File: config.mk
export PLATFORM = sky130hd
export DESIGN_NAME = poly_basemul_sched
export DESIGN_NICKNAME = d
export VERILOG_FILES = /design/src/rtl/poly_basemul_sched_pkg.sv /design/src/rtl/poly_basemul_sched.sv
export SDC_FILE = /design/constraint.sdc
export NUM_CORES = 1
export LEC_CHECK = 0
export CAP_MARGIN = 20
export CORE_MARGIN = 2
export CORE_UTILIZATION = 25
export CTS_BUF_LIST = sky130_fd_sc_hd__clkbuf_4 sky130_fd_sc_hd__clkbuf_8 sky130_fd_sc_hd__clkbuf_16
export CTS_CLUSTER_SIZE = 10
export DETAILED_ROUTE_END_ITERATION = 6
export GPL_ROUTABILITY_DRIVEN = 0
export PLACE_DENSITY = 0.62
export SYNTH_ARGS = -nofsm -noshare
export SYNTH_HDL_FRONTEND = slang
export SYNTH_SLANG_ARGS = --single-unit
File: constraint.sdc
create_clock -name clk -period 5.32 [get_ports clk]
set_input_delay 1.064 -clock clk [delete_from_list [all_inputs] [get_ports clk]]
set_output_delay 1.064 -clock clk [all_outputs]
set_load 0.02 [all_outputs]
File: src/rtl/poly_basemul_sched_pkg.sv
// Shared constants and FSM encoding for the Kyber pointwise-multiply scheduler.
package poly_basemul_sched_pkg;

    localparam int KYBER_N   = 256;
    localparam int KYBER_Q   = 3329;
    localparam int COEFF_W   = 16;
    localparam int ZETA_BASE = 64;
    localparam int ZETA_AW   = 7;

    typedef enum logic [2:0] {
        S_IDLE,
        S_RD_REQ,
        S_RD_WAIT,
        S_MUL,
        S_MUL_WAIT,
        S_WRITE,
        S_FIN
    } state_t;

endpackage

File: src/rtl/poly_basemul_sched.sv
// Walks KYBER_N/2 coefficient pairs: read, issue to an external Basemul unit, write back.
// Define BASEMUL_ACC_EN to add rd_c0/rd_c1 and accumulate them into the result (polyvec sum).
module poly_basemul_sched #(
    parameter int KYBER_N = poly_basemul_sched_pkg::KYBER_N,
    parameter int COEFF_W = poly_basemul_sched_pkg::COEFF_W,
    parameter int PAIR_AW = 7
) (
    input  logic                                      clk,
    input  logic                                      reset,
    input  logic                                      start,
    output logic                                      busy,
    output logic                                      done,
    output logic                                      rd_en,
    output logic [PAIR_AW-1:0]                        rd_addr,
    output logic [poly_basemul_sched_pkg::ZETA_AW-1:0] zeta_addr,
    input  logic                                      rd_valid,
    input  logic [COEFF_W-1:0]                        rd_a0,
    input  logic [COEFF_W-1:0]                        rd_a1,
    input  logic [COEFF_W-1:0]                        rd_b0,
    input  logic [COEFF_W-1:0]                        rd_b1,
    input  logic [COEFF_W-1:0]                        rd_zeta,
`ifdef BASEMUL_ACC_EN
    input  logic [COEFF_W-1:0]                        rd_c0,
    input  logic [COEFF_W-1:0]                        rd_c1,
`endif
    output logic                                      bm_enable,
    output logic [COEFF_W-1:0]                        bm_a0,
    output logic [COEFF_W-1:0]                        bm_a1,
    output logic [COEFF_W-1:0]                        bm_b0,
    output logic [COEFF_W-1:0]                        bm_b1,
    output logic [COEFF_W-1:0]                        bm_zeta,
    input  logic                                      bm_done,
    input  logic [COEFF_W-1:0]                        bm_r0,
    input  logic [COEFF_W-1:0]                        bm_r1,
    output logic                                      wr_en,
    output logic [PAIR_AW-1:0]                        wr_addr,
    output logic [COEFF_W-1:0]                        wr_r0,
    output logic [COEFF_W-1:0]                        wr_r1
);
    import poly_basemul_sched_pkg::*;

    state_t               r_state;
    state_t               w_next_state;
    logic [PAIR_AW-1:0]   r_pair;
    logic [COEFF_W-1:0]   r_a0, r_a1, r_b0, r_b1, r_zeta;
    logic [COEFF_W-1:0]   r_res0, r_res1;
    logic                 w_last_pair;

    assign w_last_pair = (r_pair == PAIR_AW'(KYBER_N / 2 - 1));

    // NOTE: sequential state uses non-blocking assignments so every register samples pre-edge values.
    always_ff @(posedge clk or posedge reset) begin
        if (reset) r_state <= S_IDLE;
        else       r_state <= w_next_state;
    end

    // NOTE: next state defaults to the current state first, so no path leaves it unassigned (no latch).
    always_comb begin
        w_next_state = r_state;
        case (r_state)
            S_IDLE:     if (start)    w_next_state = S_RD_REQ;
            S_RD_REQ:                 w_next_state = S_RD_WAIT;
            S_RD_WAIT:  if (rd_valid) w_next_state = S_MUL;
            S_MUL:                    w_next_state = S_MUL_WAIT;
            S_MUL_WAIT: if (bm_done)  w_next_state = S_WRITE;
            S_WRITE:    w_next_state = w_last_pair ? S_FIN : S_RD_REQ;
            S_FIN:                    w_next_state = S_IDLE;
            default:                  w_next_state = S_IDLE;
        endcase
    end

`ifdef BASEMUL_ACC_EN
    logic [COEFF_W-1:0] r_c0, r_c1;
`endif

    // Datapath registers are reset because they drive the outputs directly.
    always_ff @(posedge clk or posedge reset) begin
        if (reset) begin
            r_pair <= '0;
            r_a0   <= '0;
            r_a1   <= '0;
            r_b0   <= '0;
            r_b1   <= '0;
            r_zeta <= '0;
            r_res0 <= '0;
            r_res1 <= '0;
`ifdef BASEMUL_ACC_EN
            r_c0   <= '0;
            r_c1   <= '0;
`endif
        end else begin
            if (r_state == S_IDLE && start)
                r_pair <= '0;
            if (r_state == S_WRITE && !w_last_pair)
                r_pair <= r_pair + 1'b1;
            if (r_state == S_RD_WAIT && rd_valid) begin
                r_a0   <= rd_a0;
                r_a1   <= rd_a1;
                r_b0   <= rd_b0;
                r_b1   <= rd_b1;
                r_zeta <= rd_zeta;
`ifdef BASEMUL_ACC_EN
                r_c0   <= rd_c0;
                r_c1   <= rd_c1;
`endif
            end
            if (r_state == S_MUL_WAIT && bm_done) begin
`ifdef BASEMUL_ACC_EN
                r_res0 <= r_c0 + bm_r0;
                r_res1 <= r_c1 + bm_r1;
`else
                r_res0 <= bm_r0;
                r_res1 <= bm_r1;
`endif
            end
        end
    end

    assign busy      = (r_state != S_IDLE);
    assign done      = (r_state == S_FIN);
    assign rd_en     = (r_state == S_RD_REQ);
    assign bm_enable = (r_state == S_MUL);
    assign wr_en     = (r_state == S_WRITE);
    assign rd_addr   = r_pair;
    assign wr_addr   = r_pair;
    // Odd pairs of a zeta block use the negated twiddle.
    assign zeta_addr = rd_en ? ZETA_AW'(ZETA_BASE) + ZETA_AW'(r_pair >> 1) : '0;
    assign bm_a0     = r_a0;
    assign bm_a1     = r_a1;
    assign bm_b0     = r_b0;
    assign bm_b1     = r_b1;
    assign bm_zeta   = r_pair[0] ? COEFF_W'(0) - r_zeta : r_zeta;
    assign wr_r0     = r_res0;
    assign wr_r1     = r_res1;

endmodule
# After elaboration in Yosys (flattened, before gate mapping)

Index checks and enable logic that the tools add are counted.

Eq/ne operators: 10
Reductions and logical operators: 9
Add/sub/neg operators: 3
Multiplexer cells: 9

Operators with widths:

| operator                | number |
|---|---|
| $mux W7                 | 3 |
| $pmux W3 S6             | 1 |
| $mux W16                | 1 |
| $sub A1 B16 Y16 const A | 1 |
| $mux W3                 | 4 |
| $eq A3 B3 Y1 const B    | 3 |
| $add A7 B1 Y7 const B   | 1 |
| $add A7 B6 Y7 const A   | 1 |
| $eq A7 B7 Y1 const B    | 1 |
| $eq A3 B2 Y1 const B    | 2 |
| $ne A2 B2 Y1 const B    | 3 |
| $logic_and A1 B1 Y1     | 4 |
| $eq A3 B1 Y1 const B    | 1 |
| $logic_not A3 Y1        | 1 |
| $reduce_and A3 Y1       | 1 |
| $reduce_bool A3 Y1      | 1 |
| $reduce_bool A2 Y1      | 1 |
| $logic_not A1 Y1        | 1 |

Bits in registers: 122
Input bits: 117
Word-level logic and storage cells: 40

# Logic depth before layout (Yosys ltp)

Depth in word-level cells: 4
Mapped depth: 6
Mapped depth without buffers: 5

# Worst setup path after synthesis

No wires, ideal clock.

Path kind: register to output
From: register r_state[2]
To: output port zeta_addr[0] (netlist name)
Slack: 2.669 ns
Arrival time: 1.587 ns
Stages on the path, launching flop included: 4
Path through: dfrtp_1 -> buf_4 -> nor3_1 -> and2_1

Word-level cells in the longest chain between the ends: 2

Ends and longest elaborated chain:

| what                     | line                      | source |
|---|---|---|
| start: declaration       | poly_basemul_sched.sv:42  | `state_t r_state;` |
| start signal: assignment | poly_basemul_sched.sv:54  | `else r_state <= w_next_state;` |
| $eq A3 B1 Y1             | poly_basemul_sched.sv:121 | `assign rd_en = (r_state == S_RD_REQ);` |
| net rd_en                | poly_basemul_sched.sv:13  | `output logic rd_en,` |
| $mux W7                  | poly_basemul_sched.sv:127 | `assign zeta_addr = rd_en ? ZETA_AW'(ZETA_BASE) + ZETA_AW'(r_pair >> 1) : '0;` |
| end: declaration         | poly_basemul_sched.sv:15  | `output logic [poly_basemul_sched_pkg::ZETA_AW-1:0] zeta_addr,` |

The timed path passes the listed nets, and every way through them passes these cells.

# Final worst setup path

From: register r_zeta[5]
To: output port bm_zeta[12]

Word-level cells in the longest chain between the ends: 2

Ends and longest elaborated chain:

| what                     | line                      | source |
|---|---|---|
| start: declaration       | poly_basemul_sched.sv:45  | `logic [COEFF_W-1:0] r_a0, r_a1, r_b0, r_b1, r_zeta;` |
| start signal: assignment | poly_basemul_sched.sv:101 | `r_zeta <= rd_zeta;` |
| $sub A1 B16 Y16          | poly_basemul_sched.sv:132 | `assign bm_zeta = r_pair[0] ? COEFF_W'(0) - r_zeta : r_zeta;` |
| $mux W16                 | poly_basemul_sched.sv:132 |  |
| end: declaration         | poly_basemul_sched.sv:31  | `output logic [COEFF_W-1:0] bm_zeta,` |

No other way between the ends.

==> impl_metrics.toml <==
[final_layout]
fillers = 1915
final_layout_size_suffix_gt1_share_pct = 25.6
layout_commonest_cell = "clkdlybuf4s50_1"
final_nets = 727
final_cell_mix = "clkdlybuf4s50_1, dfrtp_1, mux2_2, clkbuf_16"
area_growth_syn_to_layout_pct = 64.3
design_area_mm2 = 0.00862
n_antenna_cell = 0
final_util_pct = 42.2

[logic_synthesis]
synthAdderAreaFrac_pct = 0.477
synthesis.nets = 477
synth_compound_area_share_pct = 3.44
synth-main-ff-cell = "dfrtp_1"
synth_area_mm2 = 0.00524
synthSimpleGateAreaFrac_pct = 5.82
synthXorXnorAreaFrac_pct = 3.01
synth_top_family_by_area = "multiplexers"
synth_enable_flop_cells = 0
syn_inst = 358
async_flop_share_pct = 100
yosysWarningCount = 0
muxShareOfSynthArea_pct = 24.2
yosysSeqAreaShare_pct = 58.2
synth.distinct_cells = 41
synth-seq-cells = 122
synth_area_per_cell_um2 = 14.6

[run]
maxCapViolCount = 0

[timing]
rsz0062_at_grt = "false"
fmax_mhz = 276
whs_ns = 0.503
max_slew_margin_pct = 32.8
finalMaxSlewViolations = 0
finalSetupViolations = 0
skew_ns = 0.00895
fin_crit_sh_pct = 68.2
post-route-worst-setup-slack_ns = 1.69
hold_viol = 0
tightest_slew_ns = 1.01
layout_min_cycle_time_ns = 3.63
tns_ns = 0

[route]
avgRoutedWirePerCell_um = 15.7
vias = 3824
via_per_inst = 4.29
wl_um = 14000
drtAntennaViolNets = 0
dr.pass1.iters = 4
drc = 0
drt_iter0_drc = 81

[setup_path]
crit_start = "r_zeta[5]"
crit_fanout = 6
critPathArrivalTime_ns = 2.56
reg2reg_depth = 3
cp-end-kind = "output port"
crit_type = "flip-flop to output port"
rr_startpoint = "r_state[0]"
r2r_slack_ns = 2.80
cp.required_ns = 4.26
critPathLaunchType = "flip-flop"
worstSetupEndpoint = "bm_zeta[12]"
reg2reg_to = "r_zeta[6]"

[place]
place_area_mm2 = 0.00794
io_buffer_count = 254
place_hpwl_um = 10000
pre_cts_slack_ns = 1.85

[global_route]
grt_pass1_wl_um = 22300
grt_max_degree = 123
grt_use_total_pct = 12.8
grt_pass1_vias = 4247
antenna_found_initial = 0
grt-ovfl-total = 0

[cts]
root_buffer = "clkbuf_16"
clk_path_buf_depth = 2
cts_tree = "yes"
clk_latency_ns = 0.41
post-cts-setup-buffers = 0
clkTransAtPathRegs_ns = 0.06
cts-buffers-inserted = 17
numClockSinks = 122
h-tree-depth = 4
cts-hold-fix-buffers = 0
cts-resized-gates = 0

[floorplanning]
dieArea_mm2 = 0.0221
ios = 255
die_y_um = 149
floorplan.rows = 52
core_region_area_mm2 = 0.0204
die_w_um = 149
start_util_pct = 25.7

[pwr]
leakagePower_uw = 0.00349
power.density_mw_per_mm2 = 661
ir_drop_mv = 0.281

[run_status]
status = "finished clean"

[min_path]
hold_path.class = "flip-flop to flip-flop"
## kinds of logic after synthesis
| kind of cell | after synthesis |
|---|---|
| AND/OR/NAND/NOR | 48 |
| XOR/XNOR | 18 |
| AO/OA/AOI/OAI | 23 |
| flip-flops | 122 |
| buffers and inverters | 32 |
| multiplexers | 113 |
| adder cells (fa/ha/maj) | 2 |
## registers in the layout (all words and copies together) (netlist names)
register,cells
r_zeta,16
r_state,3
wr_r1,16
bm_a0,16
bm_b1,16
rd_addr,7
bm_b0,16
wr_r0,16
bm_a1,16
## per-layer routing
layer,vias to the layer above,routed length (µm),global-route usage (%)
li1,1754,-,-
met1,1889,5360,14.3
met2,160,7160,22.3
met3,21,1180,5.20
met4,0,263,4.14
met5,-,0,0
## final cells by class
class                   instances  area (µm²)  area share (%)
flip-flops and latches        122        3050            35.4
repair buffers                257        2580            29.9
multi-input cells             204        1940            22.5
clock buffers                  18         439            5.10
well taps                     270         338            3.92
clock inverters                14         241            2.80
inverters                       6        25.0           0.290
## how the worst min path moves through the flow
stage / from / slack [ns] / depth (start not counted) / endpoint
6_report: bm_a0[13] / 0.50 / 1 / bm_a0[13]
5_1_grt: wr_r0[14] / 0.52 / 1 / wr_r0[14]
4_1_cts: bm_a0[13] / 0.51 / 1 / bm_a0[13]
3_5_place_dp: bm_a0[13] / 0.49 / 1 / bm_a0[13]
3_3_place_gp: bm_b1[4] / 0.49 / 1 / bm_b1[4]
2_1_floorplan: r_zeta[15] / 0.50 / 1 / r_zeta[15]
## Yosys cell counts, drive strengths merged (2+ instances only)
| master | n | area (µm²) |
|---|---|---|
| a21oi | 2 | 13.8 |
| a22o | 3 | 26.3 |
| and2 | 6 | 37.5 |
| and3 | 3 | 18.8 |
| buf | 25 | 226 |
| dfrtp | 122 | 3050 |
| ha | 2 | 25.0 |
| inv | 6 | 22.5 |
| mux2 | 111 | 1250 |
| mux2i | 2 | 20.0 |
| nand2 | 16 | 60.1 |
| nand2b | 3 | 26.3 |
| nand3 | 2 | 10.0 |
| nand4 | 2 | 12.5 |
| nand4b | 2 | 23.8 |
| nor2 | 3 | 11.3 |
| nor3 | 4 | 25.0 |
| o21ai | 8 | 40.0 |
| o31ai | 4 | 35.0 |
| o41ai | 2 | 25.0 |
| or2 | 2 | 12.5 |
| xnor2 | 16 | 140 |
| xor2 | 2 | 17.5 |
## metrics by stage
| step | cells | power [µW] |
|---|---|---|
| after floorplan | 358 | 3140 |
| after global placement | 859 | 4360 |
| after detailed placement | 859 | 4410 |
| after CTS | 891 | 5790 |
| after global routing | 891 | 6010 |
| final | 891 | 5700 |
## worst max-delay path, stage by stage, from the launching register on
cell             delay [ns]
dfrtp_1                0.46
nor4_4                 0.40
nand4b_1               0.21
o31ai_1                0.28
xnor2_1                0.17
clkdlybuf4s50_1        0.63
## where the power goes
part / switching (µW) / total (µW) / internal, µW
combinational: 1220 / 2660 / 1430
sequential: 337 / 1710 / 1380
clock: 435 / 1330 / 895
Power figures use the tool's default switching activity.
